[src/rtl/pipeline_hazard_ctrl.sv]
// -----------------------------------------------------------------------------
// pipeline_hazard_ctrl
//
// Purpose
//   Central stall/flush sequencer for a 5-stage pipeline. It drives the load
//   enables of the PC, IF/ID, ID/EX and EX/MEM registers, and the bubble
//   (flush) inputs of IF/ID, ID/EX and MEM/WB. It handles three events:
//     - load-use hazards: the ID instruction is held for LOAD_BUBBLES cycles
//       while bubbles are fed into EX,
//     - taken branches resolved in EX: the two younger wrong-path
//       instructions are squashed,
//     - multi-cycle data-memory accesses: the whole pipe is frozen until
//       mem_ready arrives. If the wait lasts MEM_TIMEOUT cycles, the block
//       enters a sticky FAULT state.
//   The outputs are Mealy: they are combinational from the state and the
//   current inputs. A hazard therefore takes effect in the same cycle it is
//   detected.
//
// Parameters
//   REG_AW        register-address width
//   LOAD_BUBBLES  bubbles per load-use hazard, legal 1..3
//                 (1 = MEM->EX forwarding present)
//   MEM_TIMEOUT   MEM_WAIT cycles before FAULT; 0 disables the timeout
//   CNT_W         perf counter width (only with HAZARD_PERF_EN)
//
// Ports
//   clk, reset        pipeline clock; synchronous active-high reset
//   id_rs, id_rt      source registers of the ID instruction
//   id_uses_rt        ID instruction actually reads rt
//   ex_dest           destination of the EX instruction (after RegDest mux)
//   ex_mem_to_reg     EX instruction is a load
//   ex_reg_write      EX instruction writes the register file
//   branch_taken      taken branch/jump resolved in EX this cycle
//   mem_req           MEM stage holds a load/store
//   mem_ready         data memory completes the MEM access this cycle
//   pc_en, ifid_en, idex_en, exmem_en      register load enables
//   ifid_flush, idex_flush, memwb_flush    force a bubble into that register
//   mem_fault         sticky memory-timeout flag
//   hz_state          debug state: RUN=0 LOAD_STALL=1 MEM_WAIT=2 FAULT=3
//
// Configuration
//   HAZARD_PERF_EN    when defined, adds saturating counters:
//                       stall_cycles  counts cycles with pc_en=0,
//                                     excluding reset and FAULT
//                       flush_count   counts branch-flush cycles
// -----------------------------------------------------------------------------
module pipeline_hazard_ctrl #(
    parameter int REG_AW       = 5,
    parameter int LOAD_BUBBLES = 1,
    parameter int MEM_TIMEOUT  = 64
`ifdef HAZARD_PERF_EN
    ,
    parameter int CNT_W        = 16
`endif
) (
    input  logic              clk,
    input  logic              reset,
    input  logic [REG_AW-1:0] id_rs,
    input  logic [REG_AW-1:0] id_rt,
    input  logic              id_uses_rt,
    input  logic [REG_AW-1:0] ex_dest,
    input  logic              ex_mem_to_reg,
    input  logic              ex_reg_write,
    input  logic              branch_taken,
    input  logic              mem_req,
    input  logic              mem_ready,
    output logic              pc_en,
    output logic              ifid_en,
    output logic              idex_en,
    output logic              exmem_en,
    output logic              ifid_flush,
    output logic              idex_flush,
    output logic              memwb_flush,
    output logic              mem_fault,
    output logic [1:0]        hz_state
`ifdef HAZARD_PERF_EN
    ,
    output logic [CNT_W-1:0]  stall_cycles,
    output logic [CNT_W-1:0]  flush_count
`endif
);

    typedef enum logic [1:0] {
        ST_RUN        = 2'd0,
        ST_LOAD_STALL = 2'd1,
        ST_MEM_WAIT   = 2'd2,
        ST_FAULT      = 2'd3
    } state_t;

    // This is what the pipeline does this cycle. The output pattern is
    // decoded from it in exactly one place.
    typedef enum logic [2:0] {
        ACT_RUN,
        ACT_MEM_FREEZE,
        ACT_BRANCH,
        ACT_LOAD,
        ACT_FAULT
    } action_t;

    localparam int WAIT_W = (MEM_TIMEOUT > 0) ? $clog2(MEM_TIMEOUT + 1) : 1;
    localparam logic [WAIT_W-1:0] TIMEOUT_V = WAIT_W'(MEM_TIMEOUT);
    localparam logic [1:0] FIRST_LEFT = 2'(LOAD_BUBBLES - 1);

    state_t            r_state;
    state_t            r_ret_state;   // state to resume when MEM_WAIT releases
    logic [1:0]        r_bub_cnt;     // stall cycles left, including the current one
    logic [WAIT_W-1:0] r_wait_cnt;

    state_t            w_next_state;
    state_t            w_next_ret;
    logic [1:0]        w_next_bub;
    logic [WAIT_W-1:0] w_next_wait;
    state_t            w_eff_state;
    action_t           w_act;
    logic              w_load_use;
    logic              w_mem_stall;

    assign w_load_use  = ex_mem_to_reg & ex_reg_write & (ex_dest != '0) &
                         ((ex_dest == id_rs) | (id_uses_rt & (ex_dest == id_rt)));
    assign w_mem_stall = mem_req & ~mem_ready;

    // A release from MEM_WAIT is not a free cycle. The pipeline behaves as
    // the interrupted state would, using the bubble count frozen during the
    // wait. A branch held in the frozen EX register is therefore re-evaluated
    // here as well.
    assign w_eff_state = (r_state == ST_MEM_WAIT) ? r_ret_state : r_state;

    // -------------------------------------------------------------------------
    // Next-state and action selection
    // -------------------------------------------------------------------------
    always_comb begin
        // NOTE: every variable gets a default before any branch, so no path leaves one unassigned and no latch is inferred.
        w_next_state = r_state;
        w_next_ret   = r_ret_state;
        w_next_bub   = r_bub_cnt;
        w_next_wait  = r_wait_cnt;
        w_act        = ACT_RUN;

        if (r_state == ST_FAULT) begin
            w_act = ACT_FAULT;
        end else if (w_mem_stall) begin
            w_act = ACT_MEM_FREEZE;
            if (r_state != ST_MEM_WAIT) begin
                w_next_state = ST_MEM_WAIT;
                w_next_ret   = r_state;
                w_next_wait  = '0;
            end else begin
                w_next_wait = r_wait_cnt + WAIT_W'(1);
                if ((MEM_TIMEOUT != 0) && (w_next_wait == TIMEOUT_V)) begin
                    w_next_state = ST_FAULT;
                end
            end
        end else if (branch_taken) begin
            // The ID instruction is on the wrong path, so any pending or
            // newly detected load stall is dropped.
            w_act        = ACT_BRANCH;
            w_next_state = ST_RUN;
            w_next_bub   = '0;
        end else if (w_eff_state == ST_LOAD_STALL) begin
            w_act = ACT_LOAD;
            if (r_bub_cnt <= 2'd1) begin
                w_next_state = ST_RUN;
                w_next_bub   = '0;
            end else begin
                w_next_state = ST_LOAD_STALL;
                w_next_bub   = r_bub_cnt - 2'd1;
            end
        end else if (w_load_use) begin
            w_act = ACT_LOAD;
            if (LOAD_BUBBLES > 1) begin
                w_next_state = ST_LOAD_STALL;
                w_next_bub   = FIRST_LEFT;
            end else begin
                w_next_state = ST_RUN;
            end
        end else begin
            w_next_state = ST_RUN;
        end
    end

    // -------------------------------------------------------------------------
    // Output decode (reset forces the all-frozen, all-bubble pattern)
    // -------------------------------------------------------------------------
    always_comb begin
        pc_en       = 1'b1;
        ifid_en     = 1'b1;
        idex_en     = 1'b1;
        exmem_en    = 1'b1;
        ifid_flush  = 1'b0;
        idex_flush  = 1'b0;
        memwb_flush = 1'b0;

        if (reset || (w_act == ACT_FAULT)) begin
            pc_en       = 1'b0;
            ifid_en     = 1'b0;
            idex_en     = 1'b0;
            exmem_en    = 1'b0;
            ifid_flush  = 1'b1;
            idex_flush  = 1'b1;
            memwb_flush = 1'b1;
        end else begin
            case (w_act)
                ACT_MEM_FREEZE: begin
                    pc_en       = 1'b0;
                    ifid_en     = 1'b0;
                    idex_en     = 1'b0;
                    exmem_en    = 1'b0;
                    memwb_flush = 1'b1;
                end
                ACT_BRANCH: begin
                    ifid_flush = 1'b1;
                    idex_flush = 1'b1;
                end
                ACT_LOAD: begin
                    pc_en      = 1'b0;
                    ifid_en    = 1'b0;
                    idex_flush = 1'b1;
                end
                default: ;
            endcase
        end
    end

    assign mem_fault = ~reset & (r_state == ST_FAULT);
    assign hz_state  = reset ? ST_RUN : r_state;

    // -------------------------------------------------------------------------
    // State registers
    // -------------------------------------------------------------------------
    always_ff @(posedge clk) begin
        // NOTE: sequential state uses non-blocking assignments, so every register samples pre-edge values.
        if (reset) begin
            r_state     <= ST_RUN;
            r_ret_state <= ST_RUN;
            r_bub_cnt   <= '0;
            r_wait_cnt  <= '0;
        end else begin
            r_state     <= w_next_state;
            r_ret_state <= w_next_ret;
            r_bub_cnt   <= w_next_bub;
            r_wait_cnt  <= w_next_wait;
        end
    end

`ifdef HAZARD_PERF_EN
    // -------------------------------------------------------------------------
    // Saturating performance counters
    // -------------------------------------------------------------------------
    logic [CNT_W-1:0] r_stall_cycles;
    logic [CNT_W-1:0] r_flush_count;
    logic             w_pc_stall;

    // Outside reset and FAULT, pc_en is low exactly in these two actions.
    assign w_pc_stall = (w_act == ACT_MEM_FREEZE) || (w_act == ACT_LOAD);

    always_ff @(posedge clk) begin
        if (reset) begin
            r_stall_cycles <= '0;
            r_flush_count  <= '0;
        end else begin
            if (w_pc_stall && (r_stall_cycles != '1)) begin
                r_stall_cycles <= r_stall_cycles + CNT_W'(1);
            end
            if ((w_act == ACT_BRANCH) && (r_flush_count != '1)) begin
                r_flush_count <= r_flush_count + CNT_W'(1);
            end
        end
    end

    assign stall_cycles = r_stall_cycles;
    assign flush_count  = r_flush_count;
`endif

endmodule

[config.mk]
export PLATFORM = sky130hd
export DESIGN_NAME = pipeline_hazard_ctrl
export DESIGN_NICKNAME = d
export VERILOG_FILES = /design/src/rtl/pipeline_hazard_ctrl.sv
export SDC_FILE = /design/constraint.sdc
export NUM_CORES = 1
export LEC_CHECK = 0
export CELL_PAD_IN_SITES_DETAIL_PLACEMENT = 0
export CELL_PAD_IN_SITES_GLOBAL_PLACEMENT = 1
export CORE_ASPECT_RATIO = 0.8
export CORE_UTILIZATION = 35
export CTS_BUF_LIST = sky130_fd_sc_hd__clkbuf_4 sky130_fd_sc_hd__clkbuf_8 sky130_fd_sc_hd__clkbuf_16
export CTS_CLUSTER_SIZE = 8
export DETAILED_ROUTE_END_ITERATION = 8
export PLACE_DENSITY_LB_ADDON = 0.1
export SKIP_CTS_REPAIR_TIMING = 1
export SYNTH_ARGS = -nofsm -noshare
export SYNTH_HDL_FRONTEND = slang
export SYNTH_SLANG_ARGS = --single-unit
[constraint.sdc]
create_clock -name clk -period 6.2 [get_ports clk]
set_input_delay 1.86 -clock clk [delete_from_list [all_inputs] [get_ports clk]]
set_output_delay 1.86 -clock clk [all_outputs]
set_load 0.1 [all_outputs]
==> reports/metrics.csv, run 1 <==
metric,value,unit
reg2reg start,r_state[1]$_SDFFE_PP0P_,
Layout area overhead,35.5,%
clock sink count,13,
Num CTS Buffers,3,
FMAX,0.183,GHz
layout cells sized above 1,18.7,%
Post-synth EDFFs,0,
final setup margin,0.729,ns
# Max-Cap Violations,0,
R2R setup slack,4.39,ns
Final ANT Viol Nets,0,
Post-route DRC,0,
post-synth top area cell,dfxtp_1,
final setup vio count,0,
"Req. time, crit path",4.34,ns
crit path max fanout,3,
mapped cell area,997,µm²
Leakage,0.000493,µW
H-tree depth,1,
Vias,958,
final wirelength,2.38,mm
hold_sp,r_ret_state[1]$_SDFFE_PP0P_,
register bit total from synthesis,13,
Detail Placement HPWL,1.84,mm
cell depth of the worst flop-to-flop path,4,
synth top area cells,"dfxtp_1, xor2_1, a21oi_1",
endpoints failing hold,0,
Chip Height,49.7,µm
status,finished clean,
Post-synth top cells,"dfxtp_1, nand2_1, a21oi_1, xor2_1, o21ai_0",
Row Count,16,
die width,61.7,µm
first-pass GRT wire length,4.02,mm
VDD IR max,99.5,µV
total track usage,17.9,%
Mean Syn Cell Area,8.31,µm²
top-count cell post-synth,dfxtp_1,
Fillers,277,
Worst Clk Skew,0.00302,ns
Critical Path AT,3.61,ns
"CTS clk-pin slew, worst paths",0.08,ns
worst hold path depth,1,
Hold EP,r_ret_state[1]$_SDFFE_PP0P_,
Synth Area in Adders,1.25,%
Die Area,3070,µm²
setup_tns,0,ns
fin. max-slew vios,0,
type of the worst min-delay path,flop to flop,
crit-path max cell delay,0.47,ns
compound-cell area share of the yosys netlist,21.0,%
# diodes,0,
largest net degree at the start of global routing,19,
placeable core area,2560,µm²
R2R Path End,r_bub_cnt[0]$_SDFFE_PP0P_,
Cells after Synth,120,
WL/cell,12.8,µm
Async SR Flop Fraction,0,%
initial core utilization,38.9,%
top cell type's share of synthesized area,26.1,%
Simple-Gate Fraction of Synth Area,31.1,%
multiplexer share of the synthesized area,1.13,%
vias in the first global route,880,
unrepaired setup endpoints after global routing,false,
Critical Path Slowest Stage Cell,clkdlybuf4s50_1,
fin util,52.7,%
"Cell Chain, Critical Path",clkdlybuf4s50_1 -> xor2_1 -> nor4_1 -> a32oi_1 -> o311ai_2 -> buf_12,
Synth Flop Type,dfxtp_1,
antenna violations before repair,0,
period utilization,88.2,%
I/O Buffers,32,
DRT iter0 DRCs,26,
gr ovfl total,0,
"Min Clock Period, post-route",5.47,ns
post-synth cell types,43,
Top Ports,33,
worst skew pair latency,0.28,ns
Rel. slew slack,68.4,%
CTS tree,done,
Worst-Margin Slew,0.473,ns
final net count,175,
gpl congestion,0.714,
xor-xnor portion of the synthesized cell area,8.78,%
Max clock buf depth,2,
drt first pass iters,4,
Mapped Nets,144,
WS Path Type,primary input to output pin,
largest family of logic cells by synthesized area,simple AND/OR/NAND/NOR gates,
CP startpoint kind,primary input,
Root Driver,clkbuf_4,
Synthesis Warnings,0,
endpoint class of the critical path,output pin,
register area share after synthesis,26.1,%
pre-CTS WS,0.776,ns
routed vias/inst,5.15,
PwrDens,155,nW/µm²
[power breakdown]
| part | total (µW) | leakage [µW] | internal [µW] | switching [µW] |
|---|---|---|---|---|
| Combinational | 67.3 | 0.000370 | 27.2 | 40.1 |
| Clock | 57.6 | 0.0000184 | 29.4 | 28.2 |
| Sequential | 85.0 | 0.000105 | 83.8 | 1.27 |
[cell families (layout without fill, tap and decap cells)]
family | count (synthesis) | count (layout)
mux | 1 | 1
fa+ha+maj | 1 | 1
flops | 13 | 13
xor+xnor | 10 | 10
compound gates | 32 | 32
simple gates | 51 | 51
buf+inv | 12 | 42
[metal layers]
layer,routed length [µm],global-route usage (%),vias to the layer above
met5,0,0,-
met4,16,4.44,0
met3,102,6.04,2
met2,1030,25.1,22
met1,1230,26.0,437
li1,-,-,497
[cell type report]
type                       count  area (µm²)  share of cell area [%]
timing repair buffer          34         348                    25.7
tap                           36        45.0                    3.33
clock buffer                   4        30.0                    2.22
multi-input combinational     95         653                    48.3
inverter                       4        15.0                    1.11
sequential                    13         260                    19.3
[state kept, by name (all words and copies together), names as in the netlist]
signal and flops:
r_ret_state 2, r_wait_cnt 7, r_bub_cnt 2, r_state 2
[critical path: cells and delay by family]
| kind | cells | cell delay [ns] |
|---|---|---|
| AO/OA/AOI/OAI | 2 | 0.58 |
| XOR/XNOR | 1 | 0.18 |
| buffers and inverters | 2 | 0.69 |
| AND/OR/NAND/NOR | 1 | 0.29 |
[worst max path at each step]
| stage | slack [ns] | to | start | depth (start not counted) |
|---|---|---|---|---|
| CTS | 0.78 | pc_en | ex_dest[1] | 5 |
| floorplan | 0.27 | pc_en | reset | 5 |
| global route | 0.63 | idex_flush | ex_dest[3] | 6 |
| global placement | 0.79 | idex_flush | ex_dest[3] | 6 |
| finish | 0.73 | idex_flush | ex_dest[3] | 6 |
| detailed placement | 0.78 | pc_en | ex_dest[1] | 5 |
[per-stage QoR]
step	total power [µW]	cells	instance area, µm²	hold slack (ns)
finish	210	186	1350	0.477
global route	223	186	1350	0.503
CTS	213	186	1350	0.479
detailed placement	155	182	1320	0.468
global placement	155	182	1320	0.458
floorplan	129	120	1020	0.445
[cell usage in the layout (no fill, tap or decap), types with 4 or more instances in the layout]
cell type and n:
inv_1 4, clkdlybuf4s50_1 22, nand2_1 10, clkbuf_4 4, and2_1 5, a21oi_1 9, dfxtp_1 13, buf_4 9
nor2_1 4, o21ai_0 8, xor2_1 9
Power figures use the tool's default switching activity.
==> run 2: changes to the inputs <==
--- a/config.mk
+++ b/config.mk
@@ -5,6 +5,7 @@
 export SDC_FILE = /design/constraint.sdc
 export NUM_CORES = 1
 export LEC_CHECK = 0
+export CAP_MARGIN = 25
 export CELL_PAD_IN_SITES_DETAIL_PLACEMENT = 0
 export CELL_PAD_IN_SITES_GLOBAL_PLACEMENT = 1
 export CORE_ASPECT_RATIO = 0.8
==> results of run 2 <==
The final DEF is identical to that of run 1; final timing and power are the same.
